$ cat config.mk
export PLATFORM = sky130hd
export DESIGN_NAME = idram_blkmov
export DESIGN_NICKNAME = d
export VERILOG_FILES = /design/src/rtl/idram_blkmov.sv
export SDC_FILE = /design/constraint.sdc
export NUM_CORES = 1
export LEC_CHECK = 0
export ABC_AREA = 1
export ABC_CLOCK_PERIOD_IN_PS = 4930
export CAP_MARGIN = 20
export CELL_PAD_IN_SITES_DETAIL_PLACEMENT = 2
export CELL_PAD_IN_SITES_GLOBAL_PLACEMENT = 2
export CORE_ASPECT_RATIO = 1.1
export CORE_MARGIN = 2
export CORE_UTILIZATION = 29
export CTS_BUF_LIST = sky130_fd_sc_hd__clkbuf_16
export CTS_CLUSTER_SIZE = 16
export DETAILED_ROUTE_END_ITERATION = 6
export GPL_TIMING_DRIVEN = 0
export PLACE_DENSITY = 0.91
export SLEW_MARGIN = 0
export SYNTH_ARGS = -nofsm -noshare
export SYNTH_HDL_FRONTEND = slang
export SYNTH_SLANG_ARGS = --single-unit
$ cat constraint.sdc
create_clock -name clk -period 4.93 [get_ports clk]
set_clock_uncertainty 0.1 [all_clocks]
set_input_delay 0.986 -clock clk [delete_from_list [all_inputs] [get_ports clk]]
set_output_delay 0.986 -clock clk [all_outputs]
set_load 0.05 [all_outputs]
$ cat src/rtl/idram_blkmov.sv
// Block-transfer initiator for the 512-byte internal data RAM: forward byte copy
// (LDIR style) or constant fill through the RAM's single synchronous port.
module idram_blkmov #(
    parameter int AW = 9,
    parameter int DW = 8
) (
    input  logic          clk,
    input  logic          reset_n,
    input  logic          start,
    input  logic          mode,
    input  logic [AW-1:0] src,
    input  logic [AW-1:0] dst,
    input  logic [AW-1:0] len,
    input  logic [DW-1:0] fill_val,
    input  logic          hold,
    output logic          busy,
    output logic          done,
    output logic          mem_ce,
    output logic          mem_we,
    output logic [AW-1:0] mem_addr,
    output logic [DW-1:0] mem_din,
    input  logic [DW-1:0] mem_dout
);

    typedef enum logic [1:0] {IDLE, RD, RDW, WR} state_t;

    state_t        state_reg;
    logic          mode_reg;
    logic [AW-1:0] src_reg;
    logic [AW-1:0] dst_reg;
    logic [AW-1:0] cnt_reg;
    logic          busy_reg;
    logic          done_reg;
    logic          ce_reg;
    logic          we_reg;
    logic [AW-1:0] addr_reg;
    logic [DW-1:0] din_reg;

    // The CPU may take the port in the very cycle an access is presented, so
    // hold gates the registered strobes directly instead of waiting a cycle.
    assign mem_ce   = ce_reg & ~hold;
    assign mem_we   = we_reg & ~hold;
    assign mem_addr = addr_reg;
    assign mem_din  = din_reg;
    assign busy     = busy_reg;
    assign done     = done_reg;

    always_ff @(posedge clk) begin
        if (!reset_n) begin
            state_reg <= IDLE;
            mode_reg  <= 1'b0;
            src_reg   <= '0;
            dst_reg   <= '0;
            cnt_reg   <= '0;
            busy_reg  <= 1'b0;
            done_reg  <= 1'b0;
            ce_reg    <= 1'b0;
            we_reg    <= 1'b0;
            addr_reg  <= '0;
            din_reg   <= '0;
        end else begin
            done_reg <= 1'b0;
            case (state_reg)
                IDLE: begin
                    if (start) begin
                        if (len == '0) begin
                            done_reg <= 1'b1;
                        end else begin
                            mode_reg <= mode;
                            src_reg  <= src;
                            dst_reg  <= dst;
                            cnt_reg  <= len;
                            busy_reg <= 1'b1;
                            ce_reg   <= 1'b1;
                            if (mode) begin
                                // Fill keeps the constant in the write-data register for the whole run.
                                state_reg <= WR;
                                we_reg    <= 1'b1;
                                addr_reg  <= dst;
                                din_reg   <= fill_val;
                            end else begin
                                state_reg <= RD;
                                we_reg    <= 1'b0;
                                addr_reg  <= src;
                            end
                        end
                    end
                end
                RD: begin
                    if (!hold) begin
                        // Address stays on src through RDW: the bank mux follows addr[8].
                        state_reg <= RDW;
                        ce_reg    <= 1'b0;
                    end
                end
                RDW: begin
                    state_reg <= WR;
                    din_reg   <= mem_dout;
                    ce_reg    <= 1'b1;
                    we_reg    <= 1'b1;
                    addr_reg  <= dst_reg;
                end
                WR: begin
                    if (!hold) begin
                        src_reg <= src_reg + 1'b1;
                        dst_reg <= dst_reg + 1'b1;
                        cnt_reg <= cnt_reg - 1'b1;
                        if (cnt_reg == AW'(1)) begin
                            state_reg <= IDLE;
                            busy_reg  <= 1'b0;
                            done_reg  <= 1'b1;
                            ce_reg    <= 1'b0;
                            we_reg    <= 1'b0;
                        end else if (mode_reg) begin
                            addr_reg <= dst_reg + 1'b1;
                        end else begin
                            state_reg <= RD;
                            we_reg    <= 1'b0;
                            addr_reg  <= src_reg + 1'b1;
                        end
                    end
                end
                default: begin
                    state_reg <= IDLE;
                    busy_reg  <= 1'b0;
                    ce_reg    <= 1'b0;
                    we_reg    <= 1'b0;
                end
            endcase
        end
    end

endmodule

==> flow_summary_export.csv <==
group,metric,value,unit
sta,slew_headroom,47.4,%
clock_tree,numCtsBuffers,5,
clock_tree,postCtsSetupBuffers,0,
synthesis,yosys_warnings,0,
placement,hpwlAfterDp,11.8,mm
worst_setup_path,cp-start-kind,"primary input",
worst_hold_path,hold_path_class,"register to register",
finish,n_antenna_cell,0,
synthesis,synth_top_area_share,29.4,%
grt,grt_pass1_vias,4836,
synthesis,ys.flop_type,"dfxtp_1",
flow_run,max_cap_violations,0,
finish,design_area,0.00449,mm2
synthesis,yosys-top-cells-area,"dfxtp_1, nand2_1, nor2_1, a21oi_1, inv_1",
detailed_routing,vias,4221,
clock_tree,clk_latency,300,ps
status,outcome,"finished clean",
grt,grt_overflow,0,
sta,setup_tns,0,ps
finish,seq_area,0.00102,mm2
grt,grt_max_degree,16,
grt,groute.usage.overall,25.3,%
clock_tree,cts_buffer_depth,2,
sta,tightest_slew,789,ps
detailed_routing,drtAntennaViolNets,0,
synthesis,yosysTopAreaCell,"dfxtp_1",
worst_setup_path,endpoint_kind,"output port",
worst_setup_path,critical_path_class,"primary input to output port",
finish,synthToLayoutAreaGrowth,29.0,%
placement,numPlacedInstances,799,
placement,dpl_cell_area,0.00435,mm2
synthesis,synth_cells,581,
detailed_routing,drt-initial-drc-count,144,
die,io_pins,69,
synthesis,avgSynthCellArea,5.99,um2
worst_setup_path,cp_data_required_time,3840,ps
synthesis,ys_seq_area_share,29.4,%
sta,finalSetupViolations,0,
sta,min_period_over_period,72.5,%
detailed_routing,route.detailed.drc,0,
pwr,p_leak,1.97,nW
synthesis,syn-num-nets,639,
sta,timing.hold.ws,370,ps
die,die_area,0.0129,mm2
sta,post-route-min-period,3570,ps
finish,final_cell_mix,"nand2_1, nor2_1, clkdlybuf4s50_1, dfxtp_1, a21oi_1",
clock_tree,cts_resized,0,
die,die_y,119,um
sta,slew_viol_final,0,
pwr,powerDensity,639,mW/mm2
detailed_routing,wire_per_inst,19.7,um
finish,layout.cells.most_common,"nand2_1",
finish,fin_util,38.7,%
clock_tree,clkTransAtPathRegs,80,ps
detailed_routing,vias_per_cell,5.23,
detailed_routing,routed_wl,15.9,mm
finish,multi_input_area,0.00211,mm2
synthesis,synth_cell_types,33,
sta,rsz0062_at_grt,"false",
grt,antenna_found_initial,0,
clock_tree,cts_tree,"built",
clock_tree,cts_sinks,51,
clock_tree,htree_levels,2,
synthesis,ys_ff_latch,51,
finish,fill_cells,1457,
sta,hold_viol,0,
placement,gp_congestion,0.876,
worst_setup_path,crit_arrival,2490,ps
clock_tree,postCtsHoldBufs,0,
sta,fmax,0.280,GHz
worst_setup_path,critPathMaxFanout,5,
synthesis,synth-edff-count,0,
die,coreArea,0.0116,mm2
finish,fin_cells,807,
finish,drive_gt1_share,6.39,%
synthesis,syn_area,0.00348,mm2
clock_tree,cts-root-buf,"clkbuf_16",
synthesis,synthArstFlopShare,0,%
die,num_rows,41,
finish,nets,714,
die,die_w,108,um
grt,grt_pass1_wl,25.1,mm
placement,io_buffers,68,
pwr,vdd_drop_max,0.265,mV
die,start_util,30.0,%
detailed_routing,drtPass1Iterations,4,
[logic make-up (layout without fill, tap and decap cells)]
group | count (synthesis) | count (layout) | synth area share, %
buf+inv | 77 | 153 | 10.0
simple gates | 335 | 335 | 40.6
flops | 51 | 51 | 29.4
xor+xnor | 2 | 2 | 0.504
fa+ha+maj | 10 | 10 | 3.60
compound gates | 106 | 106 | 15.9
[cells in the mapped netlist, drive strengths merged, types with 2 or more instances]
| cell type | n |
|---|---|
| o21ai | 47 |
| ha | 10 |
| dfxtp | 51 |
| o22ai | 2 |
| inv | 50 |
| nor2 | 86 |
| nand3 | 32 |
| nor3 | 4 |
| nand4 | 11 |
| a21oi | 50 |
| clkbuf | 9 |
| nand2 | 196 |
| o21bai | 5 |
| nand3b | 3 |
| or2 | 2 |
| buf | 18 |
[worst max-delay path: stages]
cell and delay (ps):
clkdlybuf4s50_1 510, nor2_1 160, clkdlybuf4s50_1 830
[power breakdown]
| group | internal, mW | switching [mW] | total [mW] | leakage [nW] |
|---|---|---|---|---|
| combinational | 0.579 | 1.20 | 1.77 | 1.48 |
| clock | 0.186 | 0.179 | 0.365 | 0.0649 |
| sequential | 0.574 | 0.152 | 0.726 | 0.421 |
[path summary, 6_finish.rpt]
path | start | to | slack, ps | cells past startpoint
worst min-delay path | busy$_SDFFE_PN0P_ | busy$_SDFFE_PN0P_ | 370 | 2
worst max-delay path | hold | mem_ce | 1360 | 3
worst max register to register | state_reg[0]$_SDFFE_PN0P_ | mem_din[5]$_SDFFE_PN0P_ | 2670 | 8
worst min register to register | busy$_SDFFE_PN0P_ | busy$_SDFFE_PN0P_ | 370 | 2
[layer usage]
metal  track usage, %  routed length [um]
met5                0                   0
met4             10.7                 584
met3             3.61                 684
met2             47.5                8260
met1             27.6                6330
[final cells by class]
cell class,count,area share [%]
plain buffers,27,3.57
clock buffers,5,2.79
clock inverters,3,0.335
inverters,50,4.18
multi-input cells,453,47.0
flip-flops and latches,51,22.8
well taps,150,4.18
repair buffers,68,15.2
[through the flow]
stage,setup slack [ps],power (mW)
after floorplan,2200,1.87
after global placement,1370,2.37
after detailed placement,1370,2.47
after CTS,1360,2.87
after global routing,1310,3.08
final,1360,2.87
Power figures use the tool's default switching activity.
==> variant: new RTL, same settings <==
Register the input `dst` before use, with the module's reset. The logic sees it one clock later. The other inputs are not delayed to match.
--- a/src/rtl/idram_blkmov.sv
+++ b/src/rtl/idram_blkmov.sv
@@ -23,6 +23,16 @@
 );
 
     typedef enum logic [1:0] {IDLE, RD, RDW, WR} state_t;
+
+    logic [AW-1:0] dst_q;
+
+    always_ff @(posedge clk) begin
+        if (!reset_n) begin
+            dst_q <= '0;
+        end else begin
+            dst_q <= dst;
+        end
+    end
 
     state_t        state_reg;
     logic          mode_reg;
@@ -68,7 +78,7 @@
                         end else begin
                             mode_reg <= mode;
                             src_reg  <= src;
-                            dst_reg  <= dst;
+                            dst_reg  <= dst_q;
                             cnt_reg  <= len;
                             busy_reg <= 1'b1;
                             ce_reg   <= 1'b1;
@@ -76,7 +86,7 @@
                                 // Fill keeps the constant in the write-data register for the whole run.
                                 state_reg <= WR;
                                 we_reg    <= 1'b1;
-                                addr_reg  <= dst;
+                                addr_reg  <= dst_q;
                                 din_reg   <= fill_val;
                             end else begin
                                 state_reg <= RD;
Function: changed (Yosys sat finds a counterexample within 4 cycles, from zero or initial values and one cycle with reset_n low).
==> variant against the original RTL <==
  * Sequential cell count is 9 higher
  * Design area is 5.9% higher
  * Via count rose by 1.1%
  * Area after synthesis up 3.9%
  * Power up 3.2%
  * Combinational power shrank 12%
  * Worst setup slack improved by 0.054 ns
  * Largest cell class unchanged
  * Clock power increased by 70%
  * Wire length is 0.61% lower
  * Critical endpoint is now mem_we
  * Synthesized cell count grew 1.2%
==> variant: results (changes against the original RTL) <==
Outcome
  – Outcome: completed

Setup path
  – Crit Reg-Reg Startpoint: state_reg[1]
  – Family with the most delay on the worst path: buffers and inverters
  – Setup crit start: hold
  – R2r endpoint: src_reg[6]
  – FF-to-FF path depth: 12 (+4)
  – Max incr delay on CP: 0.81 ns (-0.02 ns)
  – Worst setup path end: mem_we
  – WP data arrival: 2.43 ns (-0.06 ns)
  – R2R Setup Slk: 2.60 ns (-0.07 ns)

CTS
  – Clock Latency Late Sink: 0.34 ns (+0.04 ns)
  – PostCTS Resize Cnt: 0 (unchanged)
  – Root Driver: clkbuf_16
  – Worst-path clk slew: 0.06 ns (-0.02 ns)
  – H-tree lvl count: 3 (+1)
  – TritonCTS Buffers: 9 (+4)

STA
  – Slew headroom: 53.08% (+5.7 points)
  – Fin Hold WS: 0.3603 ns (-0.009480 ns)
  – Worst setup margin: 1.410 ns (+0.05439 ns)

Routing
  – Starting DRT DRC Count: 187 (+30%)
  – Post-Route M1 WL: 6465 um (+2.1%)
  – Met3 wire len: 402 um (-41%)
  – Total number of vias: 4267 (+1.1%)
  – Wire per inst: 19.13 um (-2.7%)
  – Met2 wire length: 8327 um (+0.82%)

Layout
  – Share of layout cells above drive strength 1: 5.821% (-0.57 points)
  – Nets: 723 (+1.3%)
  – Final std cells w/o fill: 824 (+2.1%)
  – Ant diodes: 0 (unchanged)
  – Final core utilization: 39.31% (+0.61 points)

Place
  – Placed cell areas: 0.004468 sq mm (+2.8%)
  – GPL Wtd Cong: 0.8511 (-2.8%)
  – Placed cell count: 808 (+1.1%)
  – Buffers on Ports: 66 (-2.9%)
  – HPWL Detailed: 11640 um (-1.3%)

Synthesis
  – Post-synth cell types: 34 (+3.0%)
  – Largest cells by area after synthesis: dfxtp_1 33%, nand2_1 18%, nor2_1 7.5%, a21oi_1 6.5%, o21ai_0 6.1%
  – Mapped Cells: 588 (+1.2%)
  – Syn nets: 646 (+1.1%)
  – Sequential area share after synthesis: 33.23% (+3.9 points)
  – Synth Flop Type: dfxtp_1
  – Commonest cells post-synth: 173 x nand2_1, 72 x nor2_1, 60 x dfxtp_1

Global route
  – Largest net degree at the start of global routing: 11 (-5)
  – Tot GR Track Use: 24.05% (-1.2 points)
  – Vias in the first global route: 4767 (-1.4%)
  – First-pass GRT wire length: 25040 um (-0.19%)

Power
  – Net Switching: 1446 uW (-5.3%)
  – Sequential Power Share: 26.8% (+1.5 points)
  – VDD IR-drop max: 0.0002512 V (-5.2%)
  – Pleak: 0.002141 uW (+8.8%)
  – Power Clock: 620 uW (+70%)
  – Combinational share of power: 52.3% (-9.6 points)

Min path
  – Hold path endpoint: mem_din[4]
  – Worst hold path class: flip-flop to flip-flop
  – Startpoint of the worst hold path: mem_din[4]
variant: cells by family (layout without fill, tap and decap cells):
| group | Yosys count | in the layout | share of synthesized area [%] |
|---|---|---|---|
| AOI/OAI and AO/OA | 121 | 121 | 17.17 |
| buffers and inverters | 93 | 175 | 10.45 |
| xor gates and xnor gates | 7 | 7 | 1.696 |
| adders and majority gates | 10 | 10 | 3.461 |
| DFF | 60 | 60 | 33.23 |
| and+or+nand+nor | 297 | 297 | 33.99 |
variant: cell type report:
type                       count  area (sq um)
tap                          154         192.7
timing repair buffer          66         660.6
buffer                        27         130.1
clock inverter                 7         57.56
clock buffer                   9         225.2
multi-input combinational    435          2036
inverter                      66         247.7
fill                        1521          7336
sequential                    60          1201
variant: metal layers:
metal | up-vias | global-route usage [%]
met5 | - | 0
met4 | 0 | 11.95
met3 | 40 | 2.847
met2 | 82 | 45.40
met1 | 2126 | 26.64
li1 | 2019 | -
